`src/rtl/multi_sync_debounce.sv`:
```
// Multi-channel synchronizer and debouncer with per-channel edge pulses.
// Define SYNC_DEBOUNCE_EN to enable the debounce counters; without it the level follows sync directly.
module multi_sync_debounce #(
  parameter int WIDTH     = 4,
  parameter int STAGES    = 2,
  parameter int DB_CYCLES = 16
) (
  input  logic             clk,
  input  logic             rst,
  input  logic [WIDTH-1:0] in_async,
  output logic [WIDTH-1:0] out_level,
  output logic [WIDTH-1:0] out_rise,
  output logic [WIDTH-1:0] out_fall,
  output logic             any_change
);

  logic [STAGES-1:0] chain [WIDTH];
  logic [WIDTH-1:0]  sync;
  logic [WIDTH-1:0]  accept;

  // The last flop of each chain is the only one safe to use downstream.
  always_comb begin
    sync = '0;
    for (int i = 0; i < WIDTH; i++) begin
      sync[i] = chain[i][STAGES-1];
    end
  end

  always_ff @(posedge clk or negedge rst) begin
    if (!rst) begin
      for (int i = 0; i < WIDTH; i++) begin
        chain[i] <= '0;
      end
    end else begin
      for (int i = 0; i < WIDTH; i++) begin
        chain[i] <= {chain[i][STAGES-2:0], in_async[i]};
      end
    end
  end

`ifdef SYNC_DEBOUNCE_EN
  localparam int CW = $clog2(DB_CYCLES + 1);
  localparam logic [CW-1:0] LAST = CW'(DB_CYCLES - 1);

  logic [CW-1:0] cnt      [WIDTH];
  logic [CW-1:0] cnt_next [WIDTH];

  // A channel is accepted on the edge where its mismatch has lasted DB_CYCLES clocks.
  always_comb begin
    accept = '0;
    for (int i = 0; i < WIDTH; i++) begin
      cnt_next[i] = cnt[i];
      if (sync[i] == out_level[i]) begin
        cnt_next[i] = '0;
      end else if (cnt[i] == LAST) begin
        accept[i]   = 1'b1;
        cnt_next[i] = '0;
      end else begin
        cnt_next[i] = cnt[i] + CW'(1);
      end
    end
  end

  always_ff @(posedge clk or negedge rst) begin
    if (!rst) begin
      for (int i = 0; i < WIDTH; i++) begin
        cnt[i] <= '0;
      end
    end else begin
      for (int i = 0; i < WIDTH; i++) begin
        cnt[i] <= cnt_next[i];
      end
    end
  end
`else
  assign accept = sync ^ out_level;
`endif

  // Pulses are registered on the same edge as the level so they line up with it.
  always_ff @(posedge clk or negedge rst) begin
    if (!rst) begin
      out_level  <= '0;
      out_rise   <= '0;
      out_fall   <= '0;
      any_change <= 1'b0;
    end else begin
      out_level  <= out_level ^ accept;
      out_rise   <= accept & sync;
      out_fall   <= accept & ~sync;
      any_change <= |accept;
    end
  end

endmodule

```
`config.mk`:
```
export PLATFORM = sky130hd
export DESIGN_NAME = multi_sync_debounce
export DESIGN_NICKNAME = d
export VERILOG_FILES = /design/src/rtl/multi_sync_debounce.sv
export SDC_FILE = /design/constraint.sdc
export NUM_CORES = 1
export LEC_CHECK = 0
export CAP_MARGIN = 10
export CORE_MARGIN = 1.5
export CORE_UTILIZATION = 40
export CTS_CLUSTER_DIAMETER = 30
export DETAILED_ROUTE_END_ITERATION = 10
export GPL_ROUTABILITY_DRIVEN = 0
export PLACE_DENSITY = 0.71
export SLEW_MARGIN = 20
export SYNTH_ARGS = -nofsm -noshare
export SYNTH_HDL_FRONTEND = slang
export SYNTH_SLANG_ARGS = --single-unit
```
`constraint.sdc`:
```
create_clock -name clk -period 0.9 [get_ports clk]
set_input_delay 0.135 -clock clk [delete_from_list [all_inputs] [get_ports clk]]
set_output_delay 0.135 -clock clk [all_outputs]
set_load 0.01 [all_outputs]
```
---- Yosys cells after proc, flatten, opt, wreduce, memory -nomap -nowiden ----
Cells that the tools add are included.
cells by class
  bitwise logic cells ..................... 5
  reductions and logical operators ........ 1
operator list
  cell              count
  $and A4 B4 Y4     2
  $xor A4 B4 Y4     2
  $not A4 Y4        1
  $reduce_or A4 Y1  1
storage, ports and cells
  flip-flop bits (word level) ............. 21
  word-level logic and storage cells ...... 14

---- Longest topological paths before layout ----
  depth in word-level cells ............... 2
  mapped depth ............................ 3
  gate-level depth less buffers ........... 3

---- Worst setup path after synthesis ----
Ideal clock, no wire load.
  kind .................................... reg2reg
  start point ............................. reg out_level[0]
  end point ............................... reg out_level[0]
  library setup time ...................... 0.126 ns
  arrival time ............................ 0.855 ns
  data required time ...................... 0.774 ns
  slack ................................... -0.082 ns
  cell stages (with the launch flop) ...... 3
  period minus slack after synthesis ...... 0.982 ns
  cells stage by stage .................... dfrtp_1 -> ha_1 -> xnor2_1
between the ends
  word-level cells in the longest chain between the ends .. 2
RTL lines
  element                 line  source
  start, declared         11    output logic [WIDTH-1:0] out_level,
  start signal, assigned  87    out_level <= out_level ^ accept;
  $xor A4 B4 Y4           76    assign accept = sync ^ out_level;
  $xor A4 B4 Y4 (*)       87
Mark *: on every way between the ends. The rest lies on a longest branch, timed or not.

---- Final worst setup path ----
  start point ............................. reg out_level[1]
  end point ............................... reg any_change
between the ends
  word-level cells in the longest chain between the ends .. 2
RTL lines
  element               line  source
  $xor A4 B4 Y4         76
  $reduce_or A4 Y1      90    any_change <= |accept;
  end signal, assigned  90
  end, declared         14    output logic any_change
No other way between the ends.

==> flow_results.xml <==
<?xml version="1.0" encoding="UTF-8"?>
<metrics>
  <group name="die">
    <metric name="chipWidth" unit="µm">44.74</metric>
    <metric name="die_h" unit="µm">44.74</metric>
    <metric name="io_pins" unit="">19</metric>
    <metric name="floorplan.rows" unit="">14</metric>
    <metric name="fp.coreArea" unit="µm²">1577</metric>
    <metric name="initial_core_util" unit="">0.4421</metric>
    <metric name="dieArea" unit="µm²">2002</metric>
  </group>
  <group name="grt">
    <metric name="global_route_wire_length_before_repair" unit="µm">1800</metric>
    <metric name="antenna_found_initial" unit="">0</metric>
    <metric name="pin_count_of_the_biggest_net_entering_global_routing" unit="">22</metric>
    <metric name="via_count_of_the_first_global_routing_pass" unit="">394</metric>
    <metric name="track_usage" unit="">0.1318</metric>
    <metric name="grt_overflow" unit="">0</metric>
  </group>
  <group name="synthesis">
    <metric name="yosys.cell_count.top_type" unit="">sky130_fd_sc_hd__dfrtp_1</metric>
    <metric name="average_cell_area_after_synthesis" unit="µm²">16.59</metric>
    <metric name="asyncSetResetFlopFracSynth" unit="">1.000</metric>
    <metric name="synth_edf_count" unit="">0</metric>
    <metric name="synth_top_area_frac" unit="">0.7540</metric>
    <metric name="synth_cell_types" unit="">5</metric>
    <metric name="synth_fp_nets" unit="">56</metric>
    <metric name="yosys_warnings" unit="">0</metric>
    <metric name="synth.yosys.seq_area_share" unit="">0.7540</metric>
    <metric name="synth_top_flop_cell" unit="">sky130_fd_sc_hd__dfrtp_1</metric>
    <metric name="ys_seq_elements" unit="">21</metric>
    <metric name="yosys-top-cells-area" unit="">sky130_fd_sc_hd__dfrtp_1 (75%), sky130_fd_sc_hd__ha_1 (14%), sky130_fd_sc_hd__xnor2_1 (5.0%), sky130_fd_sc_hd__inv_1 (4.3%), sky130_fd_sc_hd__nand4_1 (0.90%)</metric>
    <metric name="syn_inst" unit="">42</metric>
    <metric name="post_synth_most_frequent_cells" unit="">sky130_fd_sc_hd__dfrtp_1 (21), sky130_fd_sc_hd__ha_1 (8), sky130_fd_sc_hd__inv_1 (8), sky130_fd_sc_hd__xnor2_1 (4), sky130_fd_sc_hd__nand4_1 (1)</metric>
    <metric name="synthesis.area" unit="µm²">696.9</metric>
    <metric name="yosysTopAreaCell" unit="">sky130_fd_sc_hd__dfrtp_1</metric>
  </group>
  <group name="worst_setup_path">
    <metric name="critical_path_required" unit="ns">1.09</metric>
    <metric name="cp-start-kind" unit="">flop</metric>
    <metric name="timing.critical_path.fanout_max" unit="">2</metric>
    <metric name="timing.critical_path.to_type" unit="">flop</metric>
    <metric name="worstSetupPathType" unit="">flop to flop</metric>
    <metric name="timing.critical_path.arrival" unit="ns">1.21</metric>
  </group>
  <group name="cts">
    <metric name="htreeDepth" unit="">1</metric>
    <metric name="numCtsBuffers" unit="">3</metric>
    <metric name="postCtsSetupRepairBufs" unit="">0</metric>
    <metric name="cts_hold_buf" unit="">0</metric>
    <metric name="clk_root_buffer_cell" unit="">sky130_fd_sc_hd__clkbuf_4</metric>
    <metric name="cts.reportedPaths.clkPinSlew" unit="ns">0.11</metric>
    <metric name="cts_tree" unit="">built</metric>
    <metric name="clk_path_buf_depth" unit="">2</metric>
    <metric name="cts_num_sinks" unit="">21</metric>
    <metric name="worstSkewPairLatency" unit="ns">0.30</metric>
  </group>
  <group name="timing">
    <metric name="hold_ws" unit="ns">0.1695</metric>
    <metric name="setup_slack" unit="ns">-0.1174</metric>
    <metric name="final_period_minus_worst_setup_slack" unit="ns">1.017</metric>
    <metric name="finClkSkew" unit="ns">0.004439</metric>
    <metric name="final_max_slew_viol_count" unit="">0</metric>
    <metric name="hold_viol" unit="">0</metric>
    <metric name="grt_setup_unrepaired" unit="">true</metric>
    <metric name="fin_tns_setup" unit="ns">-1.206</metric>
    <metric name="timing.fmax" unit="GHz">0.9829</metric>
    <metric name="timing.final.crit_share" unit="">1.130</metric>
    <metric name="slew_headroom" unit="">0.8971</metric>
    <metric name="slew_of_the_pin_with_the_lowest_slew_margin" unit="ns">0.1543</metric>
    <metric name="setup_viol_count_final" unit="">19</metric>
  </group>
  <group name="layout">
    <metric name="final_nets" unit="">89</metric>
    <metric name="utilization" unit="">0.7024</metric>
    <metric name="antenna-diode-count" unit="">0</metric>
    <metric name="fin_area" unit="µm²">1107</metric>
    <metric name="area_growth" unit="%">58.89</metric>
    <metric name="layout-drive-gt1-share" unit="">0.6351</metric>
    <metric name="nFillCells" unit="">109</metric>
  </group>
  <group name="placement">
    <metric name="detailed_placer_s_ending_hpwl" unit="µm">764.6</metric>
    <metric name="placedInstanceArea" unit="µm²">1040</metric>
    <metric name="place.port_buffers" unit="">18</metric>
  </group>
  <group name="min_path">
    <metric name="worst_hold_path_type" unit="">input port to asynchronous set/reset pin</metric>
  </group>
  <group name="route">
    <metric name="drt-total-wl" unit="µm">1118</metric>
    <metric name="drt-pass1-iter-count" unit="">1</metric>
    <metric name="route.detailed.wl_per_inst" unit="µm">12.42</metric>
    <metric name="detailedRoute.firstIterationViolations" unit="">0</metric>
    <metric name="final_antenna_net_count" unit="">0</metric>
    <metric name="routed_via_density" unit="">4.389</metric>
    <metric name="drc_errors" unit="">0</metric>
    <metric name="route.vias.total" unit="">395</metric>
  </group>
  <group name="power">
    <metric name="vdd_ir_drop_max" unit="mV">1.776</metric>
    <metric name="power.density" unit="nW/µm²">3080</metric>
    <metric name="total_leakage_power" unit="nW">0.5369</metric>
  </group>
  <group name="outcome">
    <metric name="status" unit="">finished, violations left</metric>
    <metric name="violations" unit="">setup timing</metric>
  </group>
  <group name="run">
    <metric name="max_cap_viol_count" unit="">0</metric>
  </group>
</metrics>
==> state kept, by name, indices dropped and copies added, names as in the netlist <==
name,cells
out_level,4
any_change,1
chain,8
out_rise,4
out_fall,4
==> routing by layer <==
layer | track usage | part of all wire | up-vias | wire, µm
met5 | 0 | 0 | - | 0
met4 | 0.07273 | 0.021 | 0 | 24
met3 | 0.02800 | 0.057 | 4 | 64
met2 | 0.2058 | 0.47 | 16 | 529
met1 | 0.1721 | 0.45 | 183 | 499
li1 | - | - | 192 | -
==> timing repair <==
action	4_1_cts	5_1_grt
setup endpoints to repair	22	22
resized for setup	63	14
pin swaps	4	1
==> placed cells by master (no fill, tap or decap), types with 2 or more instances in the layout <==
| master | netlist | layout |
|---|---|---|
| sky130_fd_sc_hd__buf_6 | 0 | 8 |
| sky130_fd_sc_hd__buf_4 | 0 | 2 |
| sky130_fd_sc_hd__inv_2 | 0 | 3 |
| sky130_fd_sc_hd__ha_4 | 0 | 7 |
| sky130_fd_sc_hd__inv_4 | 0 | 2 |
| sky130_fd_sc_hd__clkdlybuf4s50_1 | 0 | 5 |
| sky130_fd_sc_hd__dfrtp_2 | 0 | 4 |
| sky130_fd_sc_hd__inv_1 | 8 | 3 |
| sky130_fd_sc_hd__dfrtp_1 | 21 | 17 |
| sky130_fd_sc_hd__clkbuf_4 | 0 | 3 |
| sky130_fd_sc_hd__xnor2_2 | 0 | 4 |
| sky130_fd_sc_hd__buf_2 | 0 | 12 |
==> report_power, final <==
part           total [mW]  internal (mW)  switching (mW)
Sequential           1.29           1.19           0.102
Clock               0.432          0.166           0.266
Combinational        1.69          0.983           0.703
Total                3.41           2.34            1.07
==> metrics by stage <==
| step | setup slack (ns) | total power [mW] | cells |
|---|---|---|---|
| after detailed placement | -0.1250 | 2.757 | 86 |
| after CTS | -0.1135 | 3.212 | 90 |
| after floorplan | -0.02183 | 1.890 | 42 |
| after global routing | -0.1317 | 3.607 | 90 |
| after global placement | -0.09865 | 2.679 | 86 |
| final | -0.1174 | 3.411 | 90 |
==> worst max-delay path, cell delays in order, from the launching register on <==
cell and delay (ns):
sky130_fd_sc_hd__dfrtp_2 0.43, sky130_fd_sc_hd__buf_6 0.13, sky130_fd_sc_hd__ha_4 0.27, sky130_fd_sc_hd__nand4_1 0.08
==> logic make-up after synthesis <==
kind of cell / share of synthesized area
buffers and inverters: 0.04309
XOR/XNOR: 0.05026
flip-flops: 0.7540
adder cells (fa/ha/maj): 0.1436
AND/OR/NAND/NOR: 0.008982
==> worst paths after layout <==
kind | slack, ns | depth (start not counted) | start | to
worst max-delay path | -0.12 | 3 | out_level[1] | any_change
worst min-delay path | 0.17 | 2 | rst | out_level[0]
worst max register to register | -0.12 | 3 | out_level[1] | any_change
worst min register to register | 0.36 | 0 | chain[0] | chain[1]
max in group asynchronous | 0.58 | 2 | rst | out_level[1]
min in group clk | 0.26 | 1 | in_async[2] | chain[2]
==> final cells by class <==
cell class	count	area, µm²	share of cell area
clock buffer	3	22.52	0.02034
timing repair buffer	28	235.2	0.2124
multi-input combinational	13	259.0	0.2339
sequential	21	530.5	0.4791
inverter	8	35.03	0.03164
clock inverter	1	5.005	0.004520
tap	16	20.02	0.01808
Note: power is estimated with default switching activity, not from simulation.
